`src/rtl/hazard_pkg.sv`:
```
// Shared types for the pipeline hazard controller: forwarding selects and FSM states.
package hazard_pkg;

   typedef enum logic [1:0] {
      FWD_RF  = 2'b00,
      FWD_MEM = 2'b01,
      FWD_WB  = 2'b10
   } fwd_sel_t;

   typedef enum logic [1:0] {
      RUN  = 2'b00,
      WAIT = 2'b01,
      HALT = 2'b10
   } state_t;

endpackage

```
`src/rtl/hazard_ctrl_if.sv`:
```
// Pipeline-side view of the hazard controller: stage register numbers in, controls out.
interface hazard_ctrl_if #(
   parameter int REG_W = 4,
   parameter int CNT_W = 16
);
   logic [REG_W-1:0] id_ra, id_rb;
   logic [REG_W-1:0] ex_ra, ex_rb, ex_rc;
   logic             ex_reg_write, ex_mem_to_reg;
   logic [REG_W-1:0] mem_rc;
   logic             mem_reg_write;
   logic [REG_W-1:0] wb_rc;
   logic             wb_reg_write;
   logic             branch_taken;
   logic             mem_req, mem_ready;

   logic [1:0]       fwd_a, fwd_b;
   logic             en_if, en_id, en_ex, en_mem, en_wb;
   logic             flush_id, flush_ex, flush_mem;
   logic             halted;
   logic [CNT_W-1:0] stall_cycles;

   modport master (
      output id_ra, id_rb, ex_ra, ex_rb, ex_rc, ex_reg_write, ex_mem_to_reg,
             mem_rc, mem_reg_write, wb_rc, wb_reg_write, branch_taken, mem_req, mem_ready,
      input  fwd_a, fwd_b, en_if, en_id, en_ex, en_mem, en_wb,
             flush_id, flush_ex, flush_mem, halted, stall_cycles
   );

   modport slave (
      input  id_ra, id_rb, ex_ra, ex_rb, ex_rc, ex_reg_write, ex_mem_to_reg,
             mem_rc, mem_reg_write, wb_rc, wb_reg_write, branch_taken, mem_req, mem_ready,
      output fwd_a, fwd_b, en_if, en_id, en_ex, en_mem, en_wb,
             flush_id, flush_ex, flush_mem, halted, stall_cycles
   );
endinterface

```
`src/rtl/forward_unit.sv`:
```
// Forwarding select for one EX operand; the younger MEM result wins over WB.
module forward_unit
   import hazard_pkg::*;
#(
   parameter int REG_W = 4
) (
   input  logic [REG_W-1:0] exReg,
   input  logic [REG_W-1:0] memRc,
   input  logic             memRegWrite,
   input  logic [REG_W-1:0] wbRc,
   input  logic             wbRegWrite,
   output fwd_sel_t         fwdSel
);

   // NOTE: default first so every path assigns fwdSel and no latch is inferred.
   always_comb begin
      fwdSel = FWD_RF;
      if (memRegWrite && memRc == exReg)
         fwdSel = FWD_MEM;
      else if (wbRegWrite && wbRc == exReg)
         fwdSel = FWD_WB;
   end

endmodule

```
`src/rtl/hazard_ctrl.sv`:
```
// Hazard controller for the 5-stage core: forwarding, stall/flush control,
// memory-wait sequencing with timeout, and a saturating stall counter.
module hazard_ctrl
   import hazard_pkg::*;
#(
   parameter int REG_W   = 4,
   parameter int TIMEOUT = 16,
   parameter int CNT_W   = 16
) (
   input logic          clk,
   input logic          rst,
   hazard_ctrl_if.slave bus
);

   localparam logic [1:0] S_RUN  = 2'(RUN);
   localparam logic [1:0] S_WAIT = 2'(WAIT);
   localparam logic [1:0] S_HALT = 2'(HALT);
   localparam int         WCNT_W = $clog2(TIMEOUT);

   logic [1:0]        state;
   logic [WCNT_W-1:0] waitCnt;
   logic              halted;
   logic [CNT_W-1:0]  stallCycles;

   fwd_sel_t fwdA, fwdB;
   logic     freeze, loadUse, stallNow;
   logic     enFront, enBack, flushId, flushEx, flushMem;

   forward_unit #(.REG_W(REG_W)) fwdUnitA (
      .exReg       (bus.ex_ra),
      .memRc       (bus.mem_rc),
      .memRegWrite (bus.mem_reg_write),
      .wbRc        (bus.wb_rc),
      .wbRegWrite  (bus.wb_reg_write),
      .fwdSel      (fwdA)
   );

   forward_unit #(.REG_W(REG_W)) fwdUnitB (
      .exReg       (bus.ex_rb),
      .memRc       (bus.mem_rc),
      .memRegWrite (bus.mem_reg_write),
      .wbRc        (bus.wb_rc),
      .wbRegWrite  (bus.wb_reg_write),
      .fwdSel      (fwdB)
   );

   assign freeze  = bus.mem_req && !bus.mem_ready;
   assign loadUse = bus.ex_mem_to_reg && bus.ex_reg_write &&
                    (bus.ex_rc == bus.id_ra || bus.ex_rc == bus.id_rb);

   // A taken branch squashes the dependent instruction, so its load-use is not a stall.
   assign stallNow = (state == S_HALT) || freeze || (loadUse && !bus.branch_taken);

   always_comb begin
      enFront  = 1'b1;
      enBack   = 1'b1;
      flushId  = 1'b0;
      flushEx  = 1'b0;
      flushMem = 1'b0;
      if (!rst) begin
         if (state == S_HALT || freeze) begin
            enFront = 1'b0;
            enBack  = 1'b0;
         end else if (bus.branch_taken) begin
            flushId  = 1'b1;
            flushEx  = 1'b1;
            flushMem = 1'b1;
         end else if (loadUse) begin
            enFront = 1'b0;
            flushEx = 1'b1;
         end
      end
   end

   // NOTE: sequential state uses non-blocking assignments so all registers update together.
   always_ff @(posedge clk) begin
      if (rst) begin
         state       <= S_RUN;
         waitCnt     <= '0;
         halted      <= 1'b0;
         stallCycles <= '0;
      end else begin
         if (stallNow && stallCycles != '1)
            stallCycles <= stallCycles + CNT_W'(1);

         case (state)
            S_RUN: begin
               if (freeze) begin
                  state   <= S_WAIT;
                  waitCnt <= WCNT_W'(1);
               end
            end
            S_WAIT: begin
               // Ready or a withdrawn request both release the pipeline.
               if (bus.mem_ready || !bus.mem_req) begin
                  state   <= S_RUN;
                  waitCnt <= '0;
               end else if (waitCnt == WCNT_W'(TIMEOUT - 1)) begin
                  state  <= S_HALT;
                  halted <= 1'b1;
               end else begin
                  waitCnt <= waitCnt + WCNT_W'(1);
               end
            end
            S_HALT: state <= S_HALT;
            default: state <= S_RUN;
         endcase
      end
   end

   assign bus.fwd_a        = rst ? 2'b00 : 2'(fwdA);
   assign bus.fwd_b        = rst ? 2'b00 : 2'(fwdB);
   assign bus.en_if        = enFront;
   assign bus.en_id        = enFront;
   assign bus.en_ex        = enBack;
   assign bus.en_mem       = enBack;
   assign bus.en_wb        = enBack;
   assign bus.flush_id     = flushId;
   assign bus.flush_ex     = flushEx;
   assign bus.flush_mem    = flushMem;
   assign bus.halted       = halted;
   assign bus.stall_cycles = stallCycles;

endmodule

```
`src/flat_wrapper.sv`:
```
// flat-port wrapper written by rule: the top's interface ports become plain ports
module hazard_ctrl_flat import hazard_pkg::*;
#(
   parameter int REG_W   = 4,
   parameter int TIMEOUT = 16,
   parameter int CNT_W   = 16
)
  (clk, rst, bus_id_ra, bus_id_rb, bus_ex_ra, bus_ex_rb, bus_ex_rc, bus_ex_reg_write, bus_ex_mem_to_reg, bus_mem_rc, bus_mem_reg_write, bus_wb_rc, bus_wb_reg_write, bus_branch_taken, bus_mem_req, bus_mem_ready, bus_fwd_a, bus_fwd_b, bus_en_if, bus_en_id, bus_en_ex, bus_en_mem, bus_en_wb, bus_flush_id, bus_flush_ex, bus_flush_mem, bus_halted, bus_stall_cycles);
  hazard_ctrl_if #(.REG_W(REG_W), .CNT_W(CNT_W)) bus_i ();
  input logic clk;
  input logic rst;
  input wire logic [$bits(bus_i.id_ra)-1:0] bus_id_ra;
  input wire logic [$bits(bus_i.id_rb)-1:0] bus_id_rb;
  input wire logic [$bits(bus_i.ex_ra)-1:0] bus_ex_ra;
  input wire logic [$bits(bus_i.ex_rb)-1:0] bus_ex_rb;
  input wire logic [$bits(bus_i.ex_rc)-1:0] bus_ex_rc;
  input wire logic [$bits(bus_i.ex_reg_write)-1:0] bus_ex_reg_write;
  input wire logic [$bits(bus_i.ex_mem_to_reg)-1:0] bus_ex_mem_to_reg;
  input wire logic [$bits(bus_i.mem_rc)-1:0] bus_mem_rc;
  input wire logic [$bits(bus_i.mem_reg_write)-1:0] bus_mem_reg_write;
  input wire logic [$bits(bus_i.wb_rc)-1:0] bus_wb_rc;
  input wire logic [$bits(bus_i.wb_reg_write)-1:0] bus_wb_reg_write;
  input wire logic [$bits(bus_i.branch_taken)-1:0] bus_branch_taken;
  input wire logic [$bits(bus_i.mem_req)-1:0] bus_mem_req;
  input wire logic [$bits(bus_i.mem_ready)-1:0] bus_mem_ready;
  output wire logic [$bits(bus_i.fwd_a)-1:0] bus_fwd_a;
  output wire logic [$bits(bus_i.fwd_b)-1:0] bus_fwd_b;
  output wire logic [$bits(bus_i.en_if)-1:0] bus_en_if;
  output wire logic [$bits(bus_i.en_id)-1:0] bus_en_id;
  output wire logic [$bits(bus_i.en_ex)-1:0] bus_en_ex;
  output wire logic [$bits(bus_i.en_mem)-1:0] bus_en_mem;
  output wire logic [$bits(bus_i.en_wb)-1:0] bus_en_wb;
  output wire logic [$bits(bus_i.flush_id)-1:0] bus_flush_id;
  output wire logic [$bits(bus_i.flush_ex)-1:0] bus_flush_ex;
  output wire logic [$bits(bus_i.flush_mem)-1:0] bus_flush_mem;
  output wire logic [$bits(bus_i.halted)-1:0] bus_halted;
  output wire logic [$bits(bus_i.stall_cycles)-1:0] bus_stall_cycles;
  assign bus_i.id_ra = bus_id_ra;
  assign bus_i.id_rb = bus_id_rb;
  assign bus_i.ex_ra = bus_ex_ra;
  assign bus_i.ex_rb = bus_ex_rb;
  assign bus_i.ex_rc = bus_ex_rc;
  assign bus_i.ex_reg_write = bus_ex_reg_write;
  assign bus_i.ex_mem_to_reg = bus_ex_mem_to_reg;
  assign bus_i.mem_rc = bus_mem_rc;
  assign bus_i.mem_reg_write = bus_mem_reg_write;
  assign bus_i.wb_rc = bus_wb_rc;
  assign bus_i.wb_reg_write = bus_wb_reg_write;
  assign bus_i.branch_taken = bus_branch_taken;
  assign bus_i.mem_req = bus_mem_req;
  assign bus_i.mem_ready = bus_mem_ready;
  assign bus_fwd_a = bus_i.fwd_a;
  assign bus_fwd_b = bus_i.fwd_b;
  assign bus_en_if = bus_i.en_if;
  assign bus_en_id = bus_i.en_id;
  assign bus_en_ex = bus_i.en_ex;
  assign bus_en_mem = bus_i.en_mem;
  assign bus_en_wb = bus_i.en_wb;
  assign bus_flush_id = bus_i.flush_id;
  assign bus_flush_ex = bus_i.flush_ex;
  assign bus_flush_mem = bus_i.flush_mem;
  assign bus_halted = bus_i.halted;
  assign bus_stall_cycles = bus_i.stall_cycles;
  hazard_ctrl #(.REG_W(REG_W), .TIMEOUT(TIMEOUT), .CNT_W(CNT_W)) u_core (.clk(clk), .rst(rst), .bus(bus_i));
endmodule
```
`config.mk`:
```
export PLATFORM = sky130hd
export DESIGN_NAME = hazard_ctrl_flat
export DESIGN_NICKNAME = d
export VERILOG_FILES = /design/src/rtl/hazard_pkg.sv /design/src/rtl/hazard_ctrl_if.sv /design/src/rtl/forward_unit.sv /design/src/rtl/hazard_ctrl.sv /design/src/flat_wrapper.sv
export SDC_FILE = /design/constraint.sdc
export NUM_CORES = 1
export LEC_CHECK = 0
export ABC_AREA = 1
export CAP_MARGIN = 20
export CORE_ASPECT_RATIO = 0.75
export CORE_MARGIN = 2
export CORE_UTILIZATION = 42
export CTS_BUF_LIST = sky130_fd_sc_hd__clkbuf_2
export DETAILED_ROUTE_END_ITERATION = 8
export PLACE_DENSITY = 0.77
export RECOVER_POWER = 25
export REMOVE_ABC_BUFFERS = 1
export SETUP_SLACK_MARGIN = 0.05
export SLEW_MARGIN = 40
export SYNTH_ARGS = -nofsm -noshare
export SYNTH_HDL_FRONTEND = slang
export SYNTH_SLANG_ARGS = --single-unit
```
`constraint.sdc`:
```
create_clock -name clk -period 1.67 [get_ports clk]
set_input_delay 0.167 -clock clk [delete_from_list [all_inputs] [get_ports clk]]
set_output_delay 0.167 -clock clk [all_outputs]
set_load 0.01 [all_outputs]
```
======== After elaboration in Yosys (flattened, before gate mapping) ========
Index checks and enable logic that the tools add are counted.
word-level totals
  register bits after elaboration ......... 23
  output and inout bits ................... 29
operators by class
  $add $sub $neg .......................... 2
  equal/unequal tests ..................... 13
  multiplexer cells ....................... 27
  bitwise operators ....................... 1
  reduce and logical (&&, ||, !) cells .... 21
operator list
  kind                                           count
  == test 4 bit                                  6
  2-to-1 mux 2 bit                               9
  adder 16 x 1 -> 16 bit, second input constant  1
  != test 16 bit, second input constant          1
  2-to-1 mux 1 bit                               13
  2-to-1 mux 4 bit                               3
  logical AND 1 bit                              9
  one-hot mux 4 bit (2 select lines)             1
  one-hot mux 2 bit (3 select lines)             1
  AND reduction 3 bit                            2
  adder 4 x 1 -> 4 bit, second input constant    1
  == test 4 bit, second input constant           1
  logical OR 1 bit                               4
  zero test 1 bit                                3
  != test 3 x 1 -> 1 bit, second input constant  1
  != test 3 x 2 -> 1 bit, second input constant  1
  == test 2 x 1 -> 1 bit, second input constant  1
  == test 2 bit, second input constant           1
  zero test 2 bit                                1
  != test 2 x 1 -> 1 bit, second input constant  1
  AND reduction 2 bit                            1
  nonzero test 2 bit                             1
  NOT 1 bit                                      1

======== Depth between registers and ports, before layout ========
  depth in word-level cells ............... 7
  depth in mapped cells ................... 12

======== Modules after synthesis ========
Synthesis repeated with hierarchy kept, for this count alone.
second synthesis, totals
  cells, all modules ...................... 328
  area total of the unflattened synthesis .. 1878.1 um^2
by module, submodules not included
  module        times used  cells each  area an instance (um^2)  seq. area each (um^2)
  hazard_ctrl   1           256         1542.7                   460.4
  forward_unit  2           36          167.7                    0.0

======== Worst setup path after synthesis ========
OpenSTA, ideal clock, no wires.
  path kind ............................... reg2reg
  from .................................... register u_core.stallCycles[0] (netlist: u_core.bus.stall_cycles[0])
  to ...................................... register u_core.stallCycles[15] (netlist: u_core.bus.stall_cycles[15])
  setup time .............................. 0.114 ns
  arrival ................................. 1.576 ns
  path slack .............................. -0.020 ns
  stages on the path, launching flop included .. 12
  path buffers ............................ 1
  cells stage by stage .................... dfxtp_1 -> ha_1 -> nand3_2 -> nor2_4 -> nand2_4 -> nor3_4 -> nand3_2 -> buf_6 -> nand2_8 -> nand2_1 -> nand2_1 -> nor2_2
between the ends
  word-level cells in the longest chain between the ends .. 2
ends and longest elaborated chain
  element                                                         line               RTL
  start, declared                                                 hazard_ctrl.sv:23  logic [CNT_W-1:0] stallCycles;
  start signal, assigned                                          hazard_ctrl.sv:84  stallCycles <= stallCycles + CNT_W'(1);
  branches (longest 2 deep; another with adder 16 x 1 -> 16 bit)  n/a
Parallel ways; which one is timed is not known.
A chain may end at the register's enable or synchronous reset.

======== Worst setup path in the final report ========
  from .................................... register u_core.stallCycles[8] (netlist: u_core.bus.stall_cycles[8])
  to ...................................... register u_core.stallCycles[11] (netlist: u_core.bus.stall_cycles[11])
Same word-level chain as after synthesis.

==> results.yml <==
run_status:
  status: "finished, violations left"
  violations: "setup timing"
timing:
  fin_crit_sh: 1.03
  tightest_slew_ns: 0.267
  slew_headroom: 0.820
  layout_min_cycle_time_ns: 1.72
  rsz0062_at_grt: "yes"
  max_clock_freq_mhz: 582
  fin_setup_tns_ns: -0.257
  setup_viol: 6
  fin_hold_ws_ns: 0.469
  layout_setup_ws_ns: -0.0478
  slew_viol_final: 0
  final-hold-violation-count: 0
  finClkSkew_ns: 0.0187
routing:
  ant_nets: 0
  drt-total-wl_mm: 5.15
  drt_iter0_markers: 119
  wl_met3_microns: 294
  vias: 2031
  top_layer_used: "met4"
  wl_met2_mm: 2.38
  drc: 0
  met1_length_mm: 2.36
  routedWlPerCell_microns: 12.0
  drtPass1Iterations: 4
  vias_per_cell: 4.73
clock_network:
  hold_buffers: 0
  clkTransAtPathRegs_ns: 0.25
  cts-root-buf: "clkbuf_2"
  htreeDepth: 1
  cts_buffers: 3
  cts_tree: "done"
  worstSkewPairLatency_ns: 0.36
  cts.path.max_buffers: 2
  clock_sinks: 23
yosys:
  synth_cell_types: 32
  syn_area_sq_mm: 0.00181
  avgSynthCellArea_sq_um: 6.27
  synth_cells: 288
  yosys_warnings: 0
  ys_seq_area_frac: 0.255
  netlist.area_leader.share: 0.255
  ys_seq_elements: 23
  synth_top_area_cell: "dfxtp_1"
  ys_top_cells_by_area: "dfxtp_1 25%, nand2_1 16%, inv_1 8.7%, nor2_1 8.7%, xor2_1 6.8%"
setup_path:
  r2r_end: "u_core.bus.stall_cycles[11]$_SDFFE_PP0P_"
  r2r_start: "u_core.bus.stall_cycles[8]$_SDFFE_PP0P_"
  start_kind: "flop"
  critPathArrivalTime_ns: 2.01
  critical_path.endpoint: "u_core.bus.stall_cycles[11]$_SDFFE_PP0P_"
  crit_path_end_kind: "flop"
  required_ns: 1.97
  criticalPathCategory: "reg -> reg"
  worstSetupStartpoint: "u_core.bus.stall_cycles[8]$_SDFFE_PP0P_"
  rr_worst_depth: 10
  critPathMaxFanout: 8
  r2r_slack_ns: -0.05
placement:
  gp_congestion: 0.864
  dpl.cell_count: 419
  port-buffer-count: 65
  post-dp-hpwl_mm: 3.58
  pre_cts_ws_ns: -0.306
worst_hold_path:
  hold_class: "reg -> reg"
finish:
  drive_above_1_share: 0.273
  nets: 414
  mostFrequentLayoutCell: "nand2_1"
  layout_common_cells: "72 x nand2_1, 38 x inv_1, 37 x nor2_1"
  final_cell_count_no_fill: 429
  antenna_cells: 0
  syn2layout_area_growth_pct: 59.3
power_and_ir_drop:
  leakage_nw: 1.44
  ir_drop_mv: 0.269
  p_per_area_mw_per_mm2: 462
floorplanning:
  io_pins: 66
  start_util: 0.443
  core_area_sq_mm: 0.00408
  die_area_sq_mm: 0.00485
  dieWidth_microns: 79.7
  rows: 20
  die_h_microns: 60.8
global_route:
  overflow: 0
  grt_antenna_before_repair: 0
  grt_max_degree: 18
  grt_first_pass_wirelength_mm: 8.00
  first_global_vias: 1873
  gr-usage-all-layers: 0.210
flow_run:
  maxCapViolCount: 0
-- sequential cells by signal, summed over array words and instances (netlist names) --
name,cells
u_core.bus.stall_cycles,16
u_core.waitCnt,4
u_core.state,2
u_core.bus.halted,1
-- critical path, stage by stage (launching register included) --
cell and delay (ns):
dfxtp_2 0.45, nand2_1 0.13, nor2_4 0.17, nand2_4 0.08, nor3_4 0.25, nand3_4 0.16
buf_6 0.18, nand2_8 0.09, nand2_2 0.05, nand2_1 0.05, nor2_1 0.03
-- repair_timing --
action | CTS | global route
pin swaps | 9 | 26
resized for setup | 60 | 55
cloned | 1 | 0
hold endpoints to repair | 0 | 0
endpoints found under the setup margin | 26 | 39
setup buffers | 3 | 2
-- cell usage after synthesis (all sizes together) --
| cell type | instances |
|---|---|
| buf | 10 |
| o21ai | 4 |
| o2111ai | 2 |
| nand3 | 17 |
| o2bb2ai | 1 |
| nor3 | 4 |
| clkinv | 1 |
| dfxtp | 23 |
| o22ai | 2 |
| nand2 | 82 |
| nand4 | 4 |
| a21oi | 16 |
| xor2 | 14 |
| nor2 | 46 |
| nor4 | 3 |
| or2 | 1 |
| inv | 45 |
| a211oi | 4 |
| ha | 2 |
| xnor2 | 5 |
| nand3b | 2 |
-- power breakdown --
| group | internal (mW) | switching, mW | total [mW] |
|---|---|---|---|
| registers | 0.581 | 0.0325 | 0.613 |
| clock network | 0.0543 | 0.188 | 0.242 |
| logic | 0.245 | 0.229 | 0.475 |
| total | 0.880 | 0.449 | 1.33 |
-- cells by family (layout without fill, tap and decap cells) --
logic type      Yosys count  in the layout  share of synthesized area
fa+ha+maj                 2              2                     0.0138
simple gates            159            159                      0.407
buf+inv                  56            142                      0.138
compound gates           29             29                     0.0935
xor+xnor                 19             19                     0.0921
flops                    23             23                      0.255
-- metal layers --
| metal | vias to the layer above | GRT usage |
|---|---|---|
| met4 | 0 | 0.0969 |
| li1 | 1070 | - |
| met2 | 61 | 0.353 |
| met3 | 8 | 0.0342 |
| met1 | 892 | 0.271 |
| met5 | - | 0 |
-- worst min path at each step --
| stage | from | to | slack [ns] | cells past startpoint |
|---|---|---|---|---|
| floorplan | rst | u_core.bus.stall_cycles[3]$_SDFFE_PP0P_ | 0.23 | 1 |
| global placement | u_core.bus.halted$_SDFFE_PP0P_ | u_core.bus.halted$_SDFFE_PP0P_ | 0.44 | 2 |
| detailed placement | u_core.bus.halted$_SDFFE_PP0P_ | u_core.bus.halted$_SDFFE_PP0P_ | 0.45 | 2 |
| CTS | u_core.bus.halted$_SDFFE_PP0P_ | u_core.bus.halted$_SDFFE_PP0P_ | 0.47 | 2 |
| global route | u_core.bus.halted$_SDFFE_PP0P_ | u_core.bus.halted$_SDFFE_PP0P_ | 0.51 | 2 |
| finish | u_core.bus.halted$_SDFFE_PP0P_ | u_core.bus.halted$_SDFFE_PP0P_ | 0.47 | 2 |
-- per-stage QoR --
step | utilization | area (sq um) | power, mW
4_1_cts | 0.678 | 2770 | 1.32
6_report | 0.706 | 2880 | 1.33
3_3_place_gp | 0.645 | 2630 | 1.06
3_5_place_dp | 0.645 | 2630 | 1.07
2_1_floorplan | - | 1730 | 0.810
5_1_grt | 0.706 | 2880 | 1.41
-- area by class of cell --
class                   instances  area (sq um)
repair buffers                 92           896
inverters                      46           173
multi-input cells             209          1240
clock inverters                 1          5.00
flip-flops and latches         23           478
well taps                      55          68.8
clock buffers                   3          15.0
fillers                       343          1200
Note: power is estimated with default switching activity, not from simulation.
